**config.mk**
```make
export PLATFORM = sky130hd
export DESIGN_NAME = shape_display_ctrl
export DESIGN_NICKNAME = d
export VERILOG_FILES = /design/src/rtl/shape_display_pkg.sv /design/src/rtl/seg7_decoder.sv /design/src/rtl/shape_display_ctrl.sv
export SDC_FILE = /design/constraint.sdc
export NUM_CORES = 1
export LEC_CHECK = 0
export ABC_AREA = 1
export ABC_CLOCK_PERIOD_IN_PS = 4000
export BUFFER_PORTS_ARGS = -buffer_cell sky130_fd_sc_hd__buf_2
export CAP_MARGIN = 15
export CORE_ASPECT_RATIO = 1.25
export CORE_MARGIN = 2
export CORE_UTILIZATION = 56
export DETAILED_ROUTE_END_ITERATION = 12
export GPL_TIMING_DRIVEN = 0
export PLACE_DENSITY_LB_ADDON = 0.15
export SYNTH_ARGS = -nofsm -noshare
export SYNTH_HDL_FRONTEND = slang
export SYNTH_HIERARCHICAL = 1
export SYNTH_SLANG_ARGS = --single-unit
```
**constraint.sdc**
```tcl
create_clock -name Clk -period 4 [get_ports Clk]
set_clock_uncertainty 0.05 [all_clocks]
set_input_delay 0.2 -clock Clk [delete_from_list [all_inputs] [get_ports Clk]]
set_output_delay 0.2 -clock Clk [all_outputs]
set_load 0.03 [all_outputs]
```
**src/rtl/shape_display_pkg.sv**
```systemverilog
// Shared definitions for the shape selection display controller.
//   - state_t        : controller states (IDLE, SHOW, ERR)
//   - C_*            : shape codes, 1..9, 0 = no shape
//   - SEG_*          : active-low gfedcba glyphs
//   - GL_*           : glyph select codes fed to seg7_decoder (0..9 = digits)
//   - digit_to_seg   : decimal digit -> active-low segments
//   - is_onehot      : exactly one shape line set
//   - onehot_to_code : shape line index + 1
package shape_display_pkg;

    typedef enum logic [1:0] {
        ST_IDLE,
        ST_SHOW,
        ST_ERR
    } state_t;

    localparam logic [3:0] C_NONE       = 4'd0;
    localparam logic [3:0] C_CIRCULO    = 4'd1;
    localparam logic [3:0] C_CUADRADO   = 4'd2;
    localparam logic [3:0] C_TRIANGULO  = 4'd3;
    localparam logic [3:0] C_OVALO      = 4'd4;
    localparam logic [3:0] C_RECTANGULO = 4'd5;
    localparam logic [3:0] C_ROMBO      = 4'd6;
    localparam logic [3:0] C_HEXAGONO   = 4'd7;
    localparam logic [3:0] C_PENTAGONO  = 4'd8;
    localparam logic [3:0] C_ESTRELLA   = 4'd9;

    localparam logic [6:0] SEG_DASH  = 7'b0111111;
    localparam logic [6:0] SEG_E     = 7'b0000110;
    localparam logic [6:0] SEG_R     = 7'b0101111;
    localparam logic [6:0] SEG_F     = 7'b0001110;
    localparam logic [6:0] SEG_BLANK = 7'b1111111;

    localparam logic [4:0] GL_DASH  = 5'd10;
    localparam logic [4:0] GL_E     = 5'd11;
    localparam logic [4:0] GL_R     = 5'd12;
    localparam logic [4:0] GL_F     = 5'd13;
    localparam logic [4:0] GL_BLANK = 5'd14;

    function automatic logic [6:0] digit_to_seg(input logic [3:0] d);
        logic [6:0] s;
        case (d)
            4'd0:    s = 7'b1000000;
            4'd1:    s = 7'b1111001;
            4'd2:    s = 7'b0100100;
            4'd3:    s = 7'b0110000;
            4'd4:    s = 7'b0011001;
            4'd5:    s = 7'b0010010;
            4'd6:    s = 7'b0000010;
            4'd7:    s = 7'b1111000;
            4'd8:    s = 7'b0000000;
            4'd9:    s = 7'b0010000;
            default: s = SEG_BLANK;
        endcase
        return s;
    endfunction

    function automatic logic is_onehot(input logic [8:0] f);
        return (f != 9'd0) && ((f & (f - 9'd1)) == 9'd0);
    endfunction

    // Only meaningful when is_onehot(f); otherwise the lowest set bit wins.
    function automatic logic [3:0] onehot_to_code(input logic [8:0] f);
        logic [3:0] c;
        c = C_NONE;
        for (int i = 8; i >= 0; i--) begin
            if (f[i]) c = 4'(i + 1);
        end
        return c;
    endfunction

endpackage

```
**src/rtl/seg7_decoder.sv**
```systemverilog
// Combinational glyph decoder.
//   sel : glyph select, 0..9 decimal digits, GL_* for symbols
//   seg : active-low segments gfedcba
module seg7_decoder
    import shape_display_pkg::*;
(
    input  logic [4:0] sel,
    output logic [6:0] seg
);

    always_comb begin
        seg = SEG_BLANK;
        if (sel < 5'd10) begin
            seg = digit_to_seg(sel[3:0]);
        end else begin
            case (sel)
                GL_DASH: seg = SEG_DASH;
                GL_E:    seg = SEG_E;
                GL_R:    seg = SEG_R;
                GL_F:    seg = SEG_F;
                default: seg = SEG_BLANK;
            endcase
        end
    end

endmodule

```
**src/rtl/shape_display_ctrl.sv**
```systemverilog
// Receiving end of the image-selector interface. On a rising edge of Enter
// the one-hot shape lines are validated; a valid shape is latched and shown
// as "F  n" on a 4-digit multiplexed display, an invalid one shows "Err "
// for ERR_CYCLES clocks.
//   Clk          : system clock, rising edge
//   Reset        : synchronous, active-high
//   Figuras[8:0] : one-hot shape lines
//   Enter        : confirm level, rising edge used
//   Codigo       : latched shape code 1..9, 0 = none
//   CodigoValido : Codigo holds a confirmed shape
//   Error        : controller is in ERR
//   Anodos       : active-low digit enables, [3] leftmost
//   Segmentos    : active-low gfedcba
module shape_display_ctrl
    import shape_display_pkg::*;
#(
    parameter int REFRESH_DIV = 50000,
    parameter int ERR_CYCLES  = 50000000
) (
    input  logic       Clk,
    input  logic       Reset,
    input  logic [8:0] Figuras,
    input  logic       Enter,
    output logic [3:0] Codigo,
    output logic       CodigoValido,
    output logic       Error,
    output logic [3:0] Anodos,
    output logic [6:0] Segmentos
);

    localparam int RW = $clog2(REFRESH_DIV);
    localparam int TW = $clog2(ERR_CYCLES);
    localparam logic [RW-1:0] RMAX = RW'(REFRESH_DIV - 1);
    localparam logic [TW-1:0] TMAX = TW'(ERR_CYCLES - 1);

    state_t        state_q, state_n;
    logic [3:0]    codigo_q, codigo_n;
    logic          valid_q, valid_n;
    logic [TW-1:0] timer_q, timer_n;
    logic          error_q;
    logic          enter_d;
    logic [RW-1:0] rcnt_q, rcnt_n;
    logic [1:0]    idx_q, idx_n;
    logic [3:0]    anodos_q;
    logic [6:0]    seg_q, seg_n;
    logic [4:0]    glyph;
    logic          edge_det, sel_ok;
    logic [3:0]    sel_code;

    assign edge_det = Enter & ~enter_d;
    assign sel_ok   = is_onehot(Figuras);
    assign sel_code = onehot_to_code(Figuras);

    always_comb begin
        state_n  = state_q;
        codigo_n = codigo_q;
        valid_n  = valid_q;
        timer_n  = timer_q;
        // An edge always wins over the ERR timeout.
        if (edge_det && sel_ok) begin
            state_n  = ST_SHOW;
            codigo_n = sel_code;
            valid_n  = 1'b1;
        end else if (edge_det) begin
            state_n = ST_ERR;
            timer_n = '0;
        end else if (state_q == ST_ERR) begin
            if (timer_q == TMAX) begin
                state_n = valid_q ? ST_SHOW : ST_IDLE;
            end else begin
                timer_n = timer_q + 1'b1;
            end
        end
    end

    always_comb begin
        rcnt_n = rcnt_q + 1'b1;
        idx_n  = idx_q;
        if (rcnt_q == RMAX) begin
            rcnt_n = '0;
            idx_n  = idx_q + 2'd1;
        end
    end

    // Glyph is chosen from the next-cycle state so that Segmentos, Anodos and
    // Codigo all change together, one clock after the sampled edge.
    always_comb begin
        glyph = GL_BLANK;
        case (state_n)
            ST_IDLE: glyph = GL_DASH;
            ST_SHOW: begin
                if (idx_n == 2'd3)      glyph = GL_F;
                else if (idx_n == 2'd0) glyph = {1'b0, codigo_n};
                else                    glyph = GL_BLANK;
            end
            ST_ERR: begin
                if (idx_n == 2'd3)      glyph = GL_E;
                else if (idx_n == 2'd0) glyph = GL_BLANK;
                else                    glyph = GL_R;
            end
            default: glyph = GL_BLANK;
        endcase
    end

    seg7_decoder u_dec (
        .sel(glyph),
        .seg(seg_n)
    );

    always_ff @(posedge Clk) begin
        if (Reset) begin
            state_q  <= ST_IDLE;
            codigo_q <= C_NONE;
            valid_q  <= 1'b0;
            timer_q  <= '0;
            error_q  <= 1'b0;
            enter_d  <= 1'b1;
            rcnt_q   <= '0;
            idx_q    <= 2'd0;
            anodos_q <= 4'b1110;
            seg_q    <= SEG_DASH;
        end else begin
            state_q  <= state_n;
            codigo_q <= codigo_n;
            valid_q  <= valid_n;
            timer_q  <= timer_n;
            error_q  <= (state_n == ST_ERR);
            enter_d  <= Enter;
            rcnt_q   <= rcnt_n;
            idx_q    <= idx_n;
            anodos_q <= ~(4'b0001 << idx_n);
            seg_q    <= seg_n;
        end
    end

    assign Codigo       = codigo_q;
    assign CodigoValido = valid_q;
    assign Error        = error_q;
    assign Anodos       = anodos_q;
    assign Segmentos    = seg_q;

endmodule

```
[Word-level counts from Yosys, hierarchy flattened]
Memory sizes are Yosys's and may differ from the RTL's.
Cells that the tools add are included.
Word-level totals
  bits in registers: 64
  memory bits (read-only): 112
  input bits: 12
  output and inout bits: 17
  word-level logic and storage cells: 68
  memories kept: 1
Memory list
  (name not given): words 16, bits a word 7, rd ports 1, clocked after memory_dff 0, wr ports 0, line shape_display_pkg.sv:42  | case (d)
Operators by class
  add/subtract/negate cells: 4
  magnitude comparators: 1
  equality and inequality tests: 11
  shift operators: 1
  multiplexer cells: 26
  bitwise logic cells: 5
  reductions and logical operators: 9
Operator list (number)
  26-bit 2-to-1 mux: 3
  4-bit 2-to-1 mux: 12
  7-bit case mux with 4 select lines: 1
  26-bit by 1-bit adder with 26-bit output, second input constant: 1
  26-bit == test, second input constant: 1
  16-bit by 1-bit adder with 16-bit output, second input constant: 1
  16-bit == test, second input constant: 1
  4-bit == test, second input constant: 4
  2-bit 2-to-1 mux: 6
  4-bit case mux with 3 select lines: 1
  9-bit bitwise AND: 1
  9-bit logical NOT: 1
  9-bit nonzero test: 1
  9-bit by 1-bit subtractor with 9-bit output, second input constant: 1
  7-bit 2-to-1 mux: 1
  2-bit == test, second input constant: 3
  2-bit logical NOT: 2
  4-bit < comparator, second input constant: 1
  4-bit NOT: 1
  1-bit by 2-bit left shift with 4-bit output, first input constant: 1
  3-bit 2-to-1 mux: 1
  3-bit AND reduction: 1
  2-bit by 1-bit adder with 2-bit output, second input constant: 1
  2-bit by 1-bit == test with 1-bit output, second input constant: 1
  other kinds (7): 9

[Longest topological paths before layout]
Gate-level depths: netlist of the first run.
  depth in word-level cells: 16
  gate-level depth with buffers: 26

[Cells and area by module]
Netlist of the first run, hierarchy kept.
Modules (own cells, without submodules)
  shape_display_ctrl: times used 1, cells each 573, area each 3714.8 um2
  seg7_decoder: times used 1, cells each 60, area each 359.1 um2

[Worst setup path after synthesis of the first run]
No wires, ideal clock.
  path kind: register -> register
  start: register rcnt_q[0]
  end: register seg_q[4], in the netlist Segmentos[4]
  library setup time: 123 ps
  arrival: 2927 ps
  required time: 3827 ps
  setup slack: 899 ps
  stages on the path, launching flop included: 24
  path buffers: 0
  clock period less this slack: 3101 ps
  cells stage by stage: dfxtp_1 ha_1 nand2_1 inv_1 nand2_1 nor2_1 inv_1 nor2_1 nand2_1 xor2_1 inv_1 ha_1 inv_1 nand2_1 a21oi_1 ha_1 inv_1 nor2_1 nand2_1 nand3_1 nand2_1 nand2_1 inv_1 or2_2
Between the ends
  word-level cells in the longest chain between the ends: 9
  elaborated cells on any way between the ends: 17
  those cells by class: order compare: 1; eq/ne: 6; mux: 8; reduce/logical: 1; memory: 1
RTL lines
  start: declaration: line shape_display_ctrl.sv:42  | logic [RW-1:0] rcnt_q, rcnt_n;
  start signal: assignment: line shape_display_ctrl.sv:129  | rcnt_q <= rcnt_n;
  16-bit == test *: line shape_display_ctrl.sv:79  | if (rcnt_q == RMAX) begin
  2-bit 2-to-1 mux *: line shape_display_ctrl.sv:79
  named net idx_n[1]: line shape_display_ctrl.sv:43  | logic [1:0] idx_q, idx_n;
  2-bit logical NOT: line shape_display_ctrl.sv:93, shape_display_ctrl.sv:98
  2-bit 2-to-1 mux or 4-bit 2-to-1 mux (tied branches): line shape_display_ctrl.sv:98, shape_display_ctrl.sv:93
  3-bit 2-to-1 mux or 4-bit 2-to-1 mux (tied branches): line shape_display_ctrl.sv:97, shape_display_ctrl.sv:92
  4-bit case mux with 3 select lines *: line shape_display_ctrl.sv:89  | case (state_n)
  named net glyph[1]: line shape_display_ctrl.sv:46  | logic [4:0] glyph;
  branches (longest 2 deep; another with memory 16 x 7 bit)
  7-bit 2-to-1 mux *: line seg7_decoder.sv:13  | if (sel < 5'd10) begin
  named net seg_n[4]: line shape_display_ctrl.sv:45  | logic [6:0] seg_q, seg_n;
  end signal: assignment: line shape_display_ctrl.sv:132  | seg_q <= seg_n;
  end: declaration: line shape_display_ctrl.sv:45
Mark *: on every way through the listed nets, which the timed path passes.
A chain may end at the register's enable or synchronous reset.

[Worst setup path after layout of the first run]
Same ends and word-level chain as after synthesis.

==> reports/results.ini, run 1 <==
[outcome]
status=completed

[clocking]
clkTransAtPathRegs_ns=0.08
cts_hold_buf=0
cts_sinks=64
ctsLongestPathBuffers=2
cts_tree=yes
numCtsBuffers=9
cts_max_level=3
clock_tree.root_cell=clkbuf_8
clock_latency_ns=0.36

[sta]
maxSlewViolCount=0
rsz0062_at_grt=no
period_needed_ns=3.460
min_period_over_period_pct=86.51
tightest_slew_ns=0.5882
final-hold-violation-count=0
setup_violations=0
max_freq_mhz=289.0
fin_tns_setup_ns=0
maxSlewHeadroom_pct=60.79
hold-worst-slack_ns=0.1106

[placed_design]
io_buffers=28
place_congestion=0.9322
dp_hpwl_um=7733
placed_cell_area_sq_um=4330

[global_route]
grt_pass1_wl_um=16690
grt_max_degree=13
overflow=0
grt_pass1_vias=3745
antenna_found_initial=0
grt.total_usage_pct=26.77

[critical_path]
crit_path_end_kind=register
critPathSlowestCell=dfxtp_1
r2r_cells=23
critical_path_arrival_ns=3.65
r2r_start=rcnt_q[0]
criticalPathCategory=reg -> reg
crit_path_start_kind=register
slowest_delay_ns=0.36
path_cells=ha_1 > nand2_1 > inv_1 > nand2_1 > nor2_1 > inv_1 > nor2_1 > nand2_1 > xor2_1 > inv_1 > ha_1 > inv_1 > nand2_1 > a21oi_2 > ha_1 > inv_1 > nor2_1 > nand2_1 > nand3_1 > nand2_1 > nand2_1 > inv_1 > or2_2
r2r_end=Segmentos[4]
r2r_slack_ns=0.54
critical_path_required_ns=4.19
cp_max_fo=4
cpMostUsedCell=nand2_1

[yosys]
ys_seq_area_share_pct=31.45
synth_cells=633
synth_top_area_share_pct=31.45
yosysWarnings=6
synth_cell_types=40
avgSynthCellArea_sq_um=6.436
synthTopCellsByArea=dfxtp_1 31%, nand2_1 16%, nor2_1 8.8%, inv_1 7.3%, nand3_1 5.5%
ys_ff_latch=64
yosys.area.top_type=dfxtp_1
syn_area_sq_um=4074

[power]
leakage_nw=1.914
irDropWorstVdd_mv=0.2276
p_total_w=0.001487
powerDensity_nw_per_um2=324.2

[min_path]
hold_end=enter_d
min_from=Enter
min_path_cells=3
min_path_type=in -> reg

[routing]
drt_first_pass_iters=5
routed_wirelength_um=10060
via_per_inst=5.198
drcViolationCount=0
drt_iter0_markers=206
ant_nets=0
wl_per_cell_um=13.10
vias=3992

[final_layout]
regArea_sq_um=1281
stdcell_area_sq_um=4587
layout_commonest_cell=nand2_1
multi_input_area_sq_um=2371
areaGrowthSynthToFinish_pct=12.59
drive_gt1_share_pct=15.04
diodes=0
fillers=685
nets=696
layout_common_cells=174 x nand2_1, 95 x nor2_1, 79 x inv_1, 64 x dfxtp_1, 45 x nand3_1

[floorplanning]
start_util_pct=58.04
die_w_um=80.29
rows=34
core-area_sq_um=7019
die_area_sq_um=7978
fp.dieH_um=99.36
io_pins=29

[job]
max-cap-violations=0

-- registers in the layout (all words and copies together) (netlist names) --
name,cells
Anodos,4
Codigo,4
CodigoValido,1
Error,1
Segmentos,7
enter_d,1
idx_q,2
rcnt_q,16
state_q,2
timer_q,26
-- worst max path at each step --
stage | from | to | slack [ns] | cells after the start
detailed placement | rcnt_q[0] | Segmentos[4] | 0.40 | 23
global route | rcnt_q[0] | Segmentos[4] | 0.12 | 23
CTS | rcnt_q[0] | Segmentos[4] | 0.36 | 23
global placement | rcnt_q[0] | Segmentos[4] | 0.50 | 23
floorplan | rcnt_q[0] | Segmentos[4] | 0.90 | 23
finish | rcnt_q[0] | Segmentos[4] | 0.54 | 23
-- metrics by stage --
| stage | util, % | setup slack (ns) | instances |
|---|---|---|---|
| floorplan | - | 0.8994 | 634 |
| global placement | 61.69 | 0.5009 | 752 |
| detailed placement | 61.69 | 0.4006 | 752 |
| CTS | 65.29 | 0.3592 | 768 |
| global route | 65.35 | 0.1191 | 768 |
| finish | 65.35 | 0.5396 | 768 |
-- logic make-up after synthesis --
logic type	synth area share, %
and+or+nand+nor	42.20
adders and majority gates	3.378
other	0.09205
AOI/OAI and AO/OA	9.552
xor gates and xnor gates	2.795
DFF	31.45
buffers and inverters	10.53
-- where the power goes --
part	internal [W]	total (W)	leakage [nW]	switching [W]
combinational	0.0000401	0.000125	1.27	0.0000850
sequential	0.000645	0.000650	0.518	0.00000509
clock	0.000434	0.000712	0.123	0.000278
-- layout make-up --
type                    instances  share of cell area (%)
repair buffers                 28                   3.055
clock buffers                  10                   3.001
flip-flops and latches         64                   27.93
well taps                      90                   2.455
clock inverters                 6                   2.510
inverters                      86                   7.256
plain buffers                  13                   2.100
multi-input cells             471                   51.69
-- per-layer routing --
layer	vias up	part of all wire (%)	wire, um	track usage [%]
met5	-	0	0	0
met4	0	4.1	410	13.69
met3	30	3.1	314	3.902
met2	91	51	5134	48.21
met1	1807	42	4199	30.10
li1	2064	-	-	-
-- synth_stat cells --
| library cell | count |
|---|---|
| nor3_2 | 1 |
| nor2_2 | 3 |
| or2_2 | 8 |
| conb_1 | 1 |
| o21a_1 | 1 |
| o21ai_2 | 1 |
| inv_2 | 4 |
| nand3_1 | 45 |
| nand3_2 | 1 |
| nand3b_1 | 1 |
| buf_2 | 2 |
| nand4_1 | 7 |
| nor2_1 | 95 |
| inv_1 | 79 |
| o21ai_0 | 17 |
| a21oi_1 | 38 |
| nor4_1 | 3 |
| inv_6 | 1 |
| ha_1 | 11 |
| o21bai_1 | 3 |
| nand2_4 | 5 |
| nand3_4 | 2 |
| nor3b_1 | 1 |
| o21ai_1 | 2 |
| dfxtp_1 | 64 |
| xor2_1 | 10 |
| a21oi_4 | 1 |
| clkbuf_1 | 5 |
| nand2_1 | 174 |
| buf_6 | 6 |
| nor2_4 | 8 |
| xnor2_1 | 3 |
| nand2_8 | 1 |
| o211ai_1 | 1 |
| a21boi_2 | 2 |
| nor3_1 | 12 |
| inv_4 | 2 |
| o22ai_1 | 1 |
| nand2_2 | 9 |
| a31oi_1 | 2 |
-- repair_timing --
| action | CTS | global route |
|---|---|---|
| setup endpoints to repair | 0 | 2 |
| setup buffers | 0 | 0 |
| gates resized for setup | 0 | 1 |
-- worst max-delay path, delay by kind of cell, from the launching register on --
family	cells	cell delay, ns
and+or+nand+nor	12	1.22
adders and majority gates	3	0.70
buffers and inverters	6	0.46
DFF	1	0.36
xor gates and xnor gates	1	0.28
AOI/OAI and AO/OA	1	0.28
Power figures use the tool's default switching activity.
==> run 2, diff against run 1 <==
--- a/config.mk
+++ b/config.mk
@@ -6,12 +6,12 @@
 export NUM_CORES = 1
 export LEC_CHECK = 0
 export ABC_AREA = 1
-export ABC_CLOCK_PERIOD_IN_PS = 4000
+export ABC_CLOCK_PERIOD_IN_PS = 4200
 export BUFFER_PORTS_ARGS = -buffer_cell sky130_fd_sc_hd__buf_2
 export CAP_MARGIN = 15
 export CORE_ASPECT_RATIO = 1.25
 export CORE_MARGIN = 2
-export CORE_UTILIZATION = 56
+export CORE_UTILIZATION = 66
 export DETAILED_ROUTE_END_ITERATION = 12
 export GPL_TIMING_DRIVEN = 0
 export PLACE_DENSITY_LB_ADDON = 0.15
==> constraint.sdc (replaced) <==
create_clock -name Clk -period 4.2 [get_ports Clk]
set_clock_uncertainty 0.05 [all_clocks]
set_input_delay 0.21 -clock Clk [delete_from_list [all_inputs] [get_ports Clk]]
set_output_delay 0.21 -clock Clk [all_outputs]
set_load 0.03 [all_outputs]
==> reports/results.ini, run 2 (synthesis results as in run 1) <==
[placed_design]
placed_cell_area_sq_um=4324  ; -0.14%
place_congestion=1.005  ; +7.8%
dp_hpwl_um=7502  ; -3.0%
io_buffers=28  ; unchanged

[power]
irDropWorstVdd_mv=0.3003  ; +32%
powerDensity_nw_per_um2=280.3  ; -14%
leakage_nw=1.889  ; -1.3%

[floorplanning]
start_util_pct=66.94  ; +8.9 points
core-area_sq_um=6086  ; -13%
io_pins=29  ; unchanged
die_w_um=74.27  ; -7.5%
die_area_sq_um=6821  ; -14%
fp.dieH_um=91.84  ; -7.6%
rows=32  ; -5.9%

[clocking]
ctsLongestPathBuffers=2  ; unchanged
cts_tree=yes
clock_latency_ns=0.35  ; about the same
post_cts_buffers=0  ; unchanged
numCtsBuffers=9  ; unchanged
cts_sinks=64  ; unchanged
clkTransAtPathRegs_ns=0.07  ; about the same
ctsResizeCount=0  ; unchanged
cts_hold_buf=0  ; unchanged
clock_tree.root_cell=clkbuf_8
cts_max_level=3  ; unchanged

[routing]
routed_wirelength_um=9871  ; -1.9%
drt_first_pass_iters=5  ; unchanged
ant_nets=0  ; unchanged
via_per_inst=5.307  ; +2.1%
drcViolationCount=0  ; unchanged
drt_iter0_markers=298  ; +45%
wl_per_cell_um=12.95  ; -1.1%
vias=4044  ; +1.3%

[job]
max-cap-violations=0  ; unchanged

[sta]
maxSlewHeadroom_pct=62.25  ; +1.5 points
max_freq_mhz=264.2  ; -8.6%
tightest_slew_ns=0.5662  ; -0.02192 ns
setup_violations=0  ; unchanged
min_period_over_period_pct=90.12  ; +3.6 points
final-hold-violation-count=0  ; unchanged
rsz0062_at_grt=no
fin_tns_setup_ns=0  ; unchanged
period_needed_ns=3.785  ; +0.3247 ns
maxSlewViolCount=0  ; unchanged

[global_route]
grt_pass1_wl_um=16580  ; -0.67%
grt_pass1_vias=3818  ; +1.9%
overflow=0  ; unchanged
grt.total_usage_pct=30.89  ; +4.1 points
antenna_found_initial=0  ; unchanged
grt_max_degree=11  ; -2

[final_layout]
regMostFlops=timer_q
regArea_sq_um=1281  ; unchanged
drive_gt1_share_pct=14.62  ; -0.42 points
areaGrowthSynthToFinish_pct=10.72
fillers=550  ; -20%
largest_reg_flops=26  ; unchanged
layout_commonest_cell=nand2_1
multi_input_area_sq_um=2367  ; -0.16%
layout_common_cells=174 x nand2_1, 95 x nor2_1, 79 x inv_1, 64 x dfxtp_1, 45 x nand3_1
fin_util_pct=74.12  ; +8.8 points
diodes=0  ; unchanged
nets=696  ; unchanged
stdcell_area_sq_um=4511  ; -1.7%

[min_path]
min_path_type=in -> reg

[critical_path]
cp_max_fo=4  ; unchanged
crit_path_end_kind=register
crit_path_start_kind=register
critical_path_arrival_ns=3.97  ; +0.32 ns
criticalPathCategory=reg -> reg
critical_path_required_ns=4.39  ; +0.20 ns

[outcome]
status=completed

[run 2: cell types whose count changed in the layout (fill, tap and decap cells not counted), sizes merged]
cell / change
bufinv: -2
clkinv: +2
clkbuf: +1
clkinvlp: -1
inv: -1
[run 2: through the flow]
step,power [W],instances,hold WS (ns),setup WS (ns)
2_1_floorplan,0.0007170,634,0.2879,1.099
3_3_place_gp,0.0007487,747,0.3775,0.7145
3_5_place_dp,0.0007512,747,0.3982,0.5649
4_1_cts,0.001266,762,0.1105,0.4961
5_1_grt,0.001305,762,0.1344,0.09659
6_report,0.001264,762,0.1149,0.4149
[run 2: cell type report]
type	count	share of cell area (%)
repair buffers	28	3.107
flip-flops and latches	64	28.40
multi-input cells	471	52.48
clock buffers	11	3.135
well taps	85	2.358
inverters	86	7.379
clock inverters	4	0.9986
plain buffers	13	2.136
[run 2: worst max-delay path, stage by stage (launching register included)]
cell and delay [ns]:
dfxtp_1 0.36, ha_1 0.18, nand2_1 0.05, inv_1 0.10
nand2_1 0.09, nor2_1 0.17, inv_1 0.08, nor2_1 0.16
nand2_1 0.12, xor2_1 0.30, inv_1 0.13, ha_1 0.23
inv_1 0.12, nand2_1 0.06, a21oi_1 0.41, inv_1 0.17
ha_1 0.23, nor2_1 0.10, nor2_1 0.06, o21ai_0 0.11
nand3_1 0.10, or2_2 0.27
[run 2: worst paths after layout]
kind	from	endpoint	slack, ns	depth (start not counted)
max	rcnt_q[0]	Segmentos[0]	0.41	21
min	Enter	enter_d	0.11	3
max reg2reg	rcnt_q[0]	Segmentos[0]	0.41	21
min reg2reg	rcnt_q[0]	rcnt_q[0]	0.42	1
[run 2: routing by layer]
metal / global-route usage [%] / share of wire [%]
met1: 33.52 / 40
met2: 56.47 / 53
met3: 5.275 / 4.0
met4: 14.14 / 3.6
met5: 0 / 0
[run 2: report_power, final]
group          switching (W)  internal, W
Sequential        0.00000467     0.000614
Clock               0.000242     0.000284
Combinational      0.0000809    0.0000383
Total               0.000328     0.000937
